## src/rtl/colorled_blink_sched.sv

```systemverilog
// Colour status LED scheduler: fixed-priority arbitration of N_REQ sources and
// tick-paced off/steady/slow/fast patterns. Define COLORLED_PWM_DIM_EN for PWM dimming.
module colorled_blink_sched #(
    parameter int CLK_DIV   = 50000,
    parameter int N_REQ     = 4,
    parameter int SLOW_HALF = 500,
    parameter int FAST_HALF = 125
`ifdef COLORLED_PWM_DIM_EN
    ,
    parameter int PWM_BITS  = 4
`endif
) (
    input  logic               clk,
    input  logic               aresetn,
    input  logic [N_REQ-1:0]   i_req,
    input  logic [2*N_REQ-1:0] i_mode,
`ifdef COLORLED_PWM_DIM_EN
    input  logic [PWM_BITS-1:0] i_dim,
`endif
    output logic               o_colLed,
    output logic [N_REQ-1:0]   o_grant,
    output logic               o_busy,
    output logic               o_period
);

    localparam int DIV_W    = (CLK_DIV > 1) ? $clog2(CLK_DIV) : 1;
    localparam int MAX_HALF = (SLOW_HALF > FAST_HALF) ? SLOW_HALF : FAST_HALF;
    localparam int PH_W     = (MAX_HALF > 1) ? $clog2(MAX_HALF) : 1;
    localparam int IDX_W    = (N_REQ > 1) ? $clog2(N_REQ) : 1;

    typedef enum logic [2:0] {IDLE, DARK, STEADY, BLINK_ON, BLINK_OFF} state_t;

    state_t           state_q, state_d;
    logic [DIV_W-1:0] div_q;
    logic [PH_W-1:0]  ph_q, ph_d, half_m1;
    logic [IDX_W-1:0] idx_q, idx_d, win_idx;
    logic [1:0]       mode_q, mode_d, win_mode;
    logic             win_vld, tick, period_d, on_d, led_on_d, busy_d;
    logic [N_REQ-1:0] grant_d;

    assign tick = (div_q == DIV_W'(CLK_DIV - 1));

    always_ff @(posedge clk or negedge aresetn) begin
        if (!aresetn)  div_q <= '0;
        else if (tick) div_q <= '0;
        else           div_q <= div_q + 1'b1;
    end

    // Descending scan so the lowest set index is the one left standing.
    always_comb begin
        win_vld  = 1'b0;
        win_idx  = '0;
        win_mode = 2'b00;
        for (int k = N_REQ - 1; k >= 0; k--) begin
            if (i_req[k]) begin
                win_vld  = 1'b1;
                win_idx  = IDX_W'(k);
                win_mode = i_mode[2*k +: 2];
            end
        end
    end

    assign half_m1 = mode_q[0] ? PH_W'(FAST_HALF - 1) : PH_W'(SLOW_HALF - 1);

    always_comb begin
        state_d  = state_q;
        idx_d    = idx_q;
        mode_d   = mode_q;
        ph_d     = ph_q;
        period_d = 1'b0;
        if (tick) begin
            if (!win_vld) begin
                state_d = IDLE;
                ph_d    = '0;
            end else if (state_q != IDLE && win_idx == idx_q && win_mode == mode_q) begin
                if (state_q == BLINK_ON || state_q == BLINK_OFF) begin
                    if (ph_q == half_m1) begin
                        ph_d     = '0;
                        state_d  = (state_q == BLINK_ON) ? BLINK_OFF : BLINK_ON;
                        period_d = (state_q == BLINK_OFF);
                    end else begin
                        ph_d = ph_q + 1'b1;
                    end
                end
            end else begin
                // New owner or new mode: pattern restarts from its start state.
                idx_d  = win_idx;
                mode_d = win_mode;
                ph_d   = '0;
                case (win_mode)
                    2'b00:   state_d = DARK;
                    2'b01:   state_d = STEADY;
                    default: state_d = BLINK_ON;
                endcase
            end
        end
    end

    assign on_d    = (state_d == STEADY) || (state_d == BLINK_ON);
    assign busy_d  = (state_d != IDLE);
    assign grant_d = busy_d ? (N_REQ'(1) << idx_d) : '0;

`ifdef COLORLED_PWM_DIM_EN
    logic [PWM_BITS-1:0] pwm_q, pwm_d;
    assign pwm_d    = pwm_q + 1'b1;
    // Compare against the counter value that will be current when the LED flop updates.
    assign led_on_d = on_d && (pwm_d < i_dim);

    always_ff @(posedge clk or negedge aresetn) begin
        if (!aresetn) pwm_q <= '0;
        else          pwm_q <= pwm_d;
    end
`else
    assign led_on_d = on_d;
`endif

    always_ff @(posedge clk or negedge aresetn) begin
        if (!aresetn) begin
            state_q  <= IDLE;
            idx_q    <= '0;
            mode_q   <= 2'b00;
            ph_q     <= '0;
            o_colLed <= 1'b1;
            o_grant  <= '0;
            o_busy   <= 1'b0;
            o_period <= 1'b0;
        end else begin
            state_q  <= state_d;
            idx_q    <= idx_d;
            mode_q   <= mode_d;
            ph_q     <= ph_d;
            o_colLed <= ~led_on_d;
            o_grant  <= grant_d;
            o_busy   <= busy_d;
            o_period <= period_d;
        end
    end

endmodule

```

## config.mk

```make
export PLATFORM = sky130hd
export DESIGN_NAME = colorled_blink_sched
export DESIGN_NICKNAME = d
export VERILOG_FILES = /design/src/rtl/colorled_blink_sched.sv
export SDC_FILE = /design/constraint.sdc
export NUM_CORES = 1
export LEC_CHECK = 0
export BUFFER_PORTS_ARGS = -buffer_cell sky130_fd_sc_hd__buf_2
export CORE_ASPECT_RATIO = 1.1
export CORE_UTILIZATION = 60
export DETAILED_ROUTE_END_ITERATION = 16
export GPL_TIMING_DRIVEN = 0
export PLACE_DENSITY = 0.8
export SETUP_SLACK_MARGIN = 0.5
export SLEW_MARGIN = 30
export SYNTH_ARGS = -nofsm -noshare
export SYNTH_HDL_FRONTEND = slang
export SYNTH_SLANG_ARGS = --single-unit
```

## constraint.sdc

```tcl
create_clock -name clk -period 3.3 [get_ports clk]
set_input_delay 0.165 -clock clk [delete_from_list [all_inputs] [get_ports clk]]
set_output_delay 0.165 -clock clk [all_outputs]
set_load 0.02 [all_outputs]
```

Word-level counts from Yosys, hierarchy flattened

Cells that the tools add are included.

Flip-flop bits (word level): 39
Bits in latches: 0
Bits in writable memories: 0
Bits in read-only memories: 0
Bits of input ports: 14
Output and inout bits: 7
Logic and storage cells: 67
Memories: 0

$add $sub $neg: 2
$mul: 0
Div/mod/pow operators: 0
$lt $le $gt $ge: 0
Equal/unequal tests: 10
Shift operators: 1
Mux-type cells: 34
Bitwise gates (word level): 2
Reductions and logical operators: 9

Operators by type and width:

| operator                | count |
|---|---|
| $mux W9                 | 5 |
| $mux W2                 | 11 |
| $mux W3                 | 6 |
| $add A16 B1 Y16 const B | 1 |
| $eq A16 B16 Y1 const B  | 1 |
| $mux W16                | 1 |
| $add A9 B1 Y9 const B   | 1 |
| $eq A3 B2 Y1 const B    | 3 |
| $eq A9 B9 Y1            | 1 |
| $mux W1                 | 9 |
| $reduce_bool A3 Y1      | 2 |
| $eq A2 B2 Y1            | 2 |
| $mux W4                 | 1 |
| $pmux W2 S2             | 1 |
| $shl A1 B2 Y4 const A   | 1 |
| $eq A3 B3 Y1 const B    | 1 |
| $ne A3 B2 Y1 const B    | 1 |
| $reduce_and A3 Y1       | 1 |
| $eq A2 B1 Y1 const B    | 1 |
| $logic_and A1 B1 Y1     | 2 |
| $logic_not A2 Y1        | 1 |
| $logic_or A1 B1 Y1      | 2 |
| $not A1 Y1              | 2 |
| $reduce_and A2 Y1       | 1 |

Logic depth before layout (Yosys ltp)

Word-level depth: 13
Mapped depth: 9
Gate-level depth less buffers: 8

Worst setup path before layout

OpenSTA, ideal clock, no wires.

Path type: flip-flop to flip-flop
Start: register div_q[0]
End: register o_grant[2]
Setup time: 0.094 ns
Arrival time: 2.022 ns
Required time: 3.206 ns
Setup slack: 1.184 ns
Cell stages (with the launch flop): 10
Path buffers: 2
Clock period less this slack: 2.116 ns
Path through: dfrtp_1 > ha_1 > and3_1 > clkbuf_1 > and4_1 > nand2b_1 > clkbuf_1 > a211oi_1 > nor4b_4 > a211oi_1

Longest elaborated chain between the ends: 4
Elaborated cells between the ends (all ways): 6
Classes of those cells: 1 x eq/ne; 1 x shift; 3 x mux; 1 x reduce/logical

RTL lines:

| item                                                | line     | RTL |
|---|---|---|
| start: declaration                                  | 34       | `logic [DIV_W-1:0] div_q;` |
| start signal: assignment                            | 46       | `else div_q <= div_q + 1'b1;` |
| $eq A16 B16 Y1 (*)                                  | 41       | `assign tick = (div_q == DIV_W'(CLK_DIV - 1));` |
| $mux W3 or $mux W2 (tied branches)                  | 71       | `if (tick) begin` |
| $reduce_bool A3 Y1 or $shl A1 B2 Y4 (tied branches) | 100, 101 |  |
| $mux W4 (*)                                         | 101      | `assign grant_d = busy_d ? (N_REQ'(1) << idx_d) : '0;` |
| named net grant_d[2]                                | 39       | `logic [N_REQ-1:0] grant_d;` |
| end signal: assignment                              | 133      | `o_grant <= grant_d;` |
| end: declaration                                    | 21       | `output logic [N_REQ-1:0] o_grant,` |

Mark *: on every way through the listed nets, which the timed path passes. The rest lies on a longest branch.
A chain may end at the register's enable or synchronous reset.

Worst setup path in the final report

Same ends and word-level chain as after synthesis.

==> flow_summary.yaml <==
sta:
  tightest_slew_ns: 0.578
  fin_setup_tns_ns: 0
  period_share_pct: 75.3
  fmax_mhz: 402
  setup_ws_ns: 0.814
  slew_violations: 0
  setup_viol_count_final: 0
  finClkSkew_ns: 0.00846
  timing.hold.ws_ns: 0.377
  fin_crit_ns: 2.49
  rsz0062_at_grt: "no"
  final-hold-violation-count: 0
  slew_headroom_pct: 61.2
cells_and_area:
  nFillCells: 290
  final_common_cell: "dfrtp_1"
  area_growth_pct: 12.9
  antenna_cells: 0
  nets: 272
  seq_area_sq_um: 977
  drive_gt1_share_pct: 20.6
  mostFrequentLayoutCells: "38 x dfrtp_1, 20 x buf_2, 17 x nand2_1"
  multi_input_area_sq_um: 1290
placed_design:
  place_congestion: 0.800
  portBuffers: 19
  hpwlAfterDp_mm: 3.29
  place_ws_ns: 0.841
yosys:
  yosysUniqueCellTypes: 59
  seq_area_frac_synth_pct: 41.7
  synthesis.area_sq_um: 2340
  synth_seq_cells: 39
  synth_edf_count: 0
  synth-main-ff-cell: "dfrtp_1"
  netlist.area_leader.share_pct: 40.6
  synthTopCellsByArea: "dfrtp_1 41%, xor2_1 3.4%, a21oi_1 2.8%"
  yosys_warnings: 0
  synth_top_cell_by_area: "dfrtp_1"
  syn_inst: 229
  async_flop_share_pct: 100
  synth.avg_cell_area_sq_um: 10.2
  synth_nets: 245
clocking:
  cts-root-buf: "clkbuf_8"
  clock_latency_ns: 0.29
  ctsResizeCount: 0
  cts_buffers: 5
  cts_tree: "yes"
  post_cts_buffers: 0
  clockBufferDepth: 2
  path_clk_slew_ns: 0.08
  h-tree-depth: 2
  clock-sinks: 39
die:
  die_area_sq_um: 4160
  initial_utilization_pct: 63.6
  core_area_sq_um: 3680
  ios: 21
  die_h_um: 67.5
  die_w_um: 61.6
  rows: 23
worst_hold_path:
  hp-class: "primary input to asynchronous set/reset pin"
power_and_ir_drop:
  powerDensity_nw_per_um2: 406
  vdd_drop_max_uv: 280
  leakagePower_nw: 1.15
drt:
  first_pass_iters: 4
  drc: 0
  drt-total-wl_mm: 4.63
  wire_per_inst_um: 15.1
  final_antenna_net_count: 0
  num_vias: 1862
  via_per_inst: 6.07
  drtIter0Drc: 135
run_status:
  status: "finished clean"
setup_path:
  cp_slowest_stage_delay_ns: 0.49
  critical_path.max_fanout: 8
  crit_required_ns: 3.50
  crit_path_end_kind: "flip-flop"
  cpMaxStageDelayCell: "a211oi_1"
  crit_chain: "ha_1 > and3_1 > clkbuf_1 > and4_1 > nand2b_1 > clkbuf_1 > a211oi_1 > nor4b_4 > a211oi_1"
  startpoint_type: "flip-flop"
  critPathArrivalTime_ns: 2.69
  path_buf_inv: 2
  crit_family: "compound AO/OA/AOI/OAI gates"
  criticalPathCategory: "flip-flop to flip-flop"
global_route:
  grt_max_degree: 40
  grt_remaining_overflow: 0
  grt_pass1_vias: 1782
  grt.total_usage_pct: 25.2
  grt_pass1_wl_mm: 7.70
  antenna_found_initial: 0
run:
  maxCapViolations: 0
-- sequential cells by signal, indices dropped and copies added (netlist names) --
| name | cells |
|---|---|
| div_q | 16 |
| ph_q | 9 |
| o_grant | 4 |
| state_q | 3 |
| idx_q | 2 |
| mode_q | 2 |
| o_busy | 1 |
| o_colLed | 1 |
| o_period | 1 |
-- cell usage after synthesis (2+ instances only) --
master,instances
o21ai_0,11
nand2b_1,4
nand4_1,6
xnor2_2,2
nor4_1,3
a211oi_1,5
ha_1,2
inv_1,6
o21ai_1,5
nor3_1,4
a21oi_1,13
a211o_1,2
a211oi_2,4
nor4b_1,2
nor2b_1,5
xor2_1,9
clkbuf_1,3
xnor2_1,5
and4_1,2
nand3_1,13
and3_1,8
nor2_1,13
mux2i_1,5
buf_2,2
nand2_1,17
nand3b_1,2
and2_1,6
nor4_4,2
dfrtp_1,38
-- routing by layer --
layer,track usage (%),up-vias,routed length [um]
met1,30.2,918,2030
met2,43.7,43,2400
met5,0,-,0
li1,-,894,-
met4,9.17,0,60
met3,5.36,7,151
-- report_power, final --
part / total, mW / internal (mW) / switching [mW]
Combinational: 0.114 / 0.0472 / 0.0665
Sequential: 0.495 / 0.485 / 0.00989
Clock: 0.466 / 0.302 / 0.164
-- path summary, 6_finish.rpt --
kind | start | end | slack (ns) | cells after the start
max in group asynchronous | aresetn | o_colLed | 2.57 | 2
hold / removal | aresetn | div_q[5] | 0.38 | 2
setup reg to reg | div_q[0] | o_grant[2] | 0.81 | 9
hold reg to reg | div_q[0] | div_q[0] | 0.46 | 1
setup / recovery | div_q[0] | o_grant[2] | 0.81 | 9
min in group clk | i_mode[6] | mode_q[0] | 0.40 | 4
-- stage by stage --
stage / cells / area [sq um] / util, % / power (mW)
6_report: 307 / 2650 / 71.8 / 1.07
3_5_place_dp: 298 / 2500 / 67.9 / 0.616
3_3_place_gp: 298 / 2500 / 67.9 / 0.614
5_1_grt: 307 / 2650 / 71.8 / 1.11
2_1_floorplan: 229 / 2340 / - / 0.582
4_1_cts: 306 / 2630 / 71.5 / 1.08
-- final cells by class --
| cell class | count | share of cell area, % |
|---|---|---|
| timing repair buffer | 20 | 4.07 |
| inverter | 6 | 0.851 |
| multi-input combinational | 176 | 48.7 |
| tap | 50 | 2.37 |
| clock inverter | 2 | 2.27 |
| clock buffer | 6 | 2.74 |
| sequential | 39 | 36.9 |
| buffer | 8 | 2.08 |
-- logic make-up (layout without fill, tap and decap cells) --
| logic type | count (synthesis) | after routing | synth area share [%] |
|---|---|---|---|
| buf+inv | 14 | 42 | 3.31 |
| fa+ha+maj | 2 | 2 | 1.07 |
| xor+xnor | 16 | 16 | 6.62 |
| compound gates | 54 | 54 | 17.4 |
| mux | 6 | 6 | 2.62 |
| flops | 39 | 39 | 41.7 |
| simple gates | 98 | 98 | 27.2 |
-- timing repair --
item	in CTS	in global routing
endpoints found under the hold margin	0	38
hold buffers	0	1
setup endpoints to repair	0	0
Note: power is estimated with default switching activity, not from simulation.
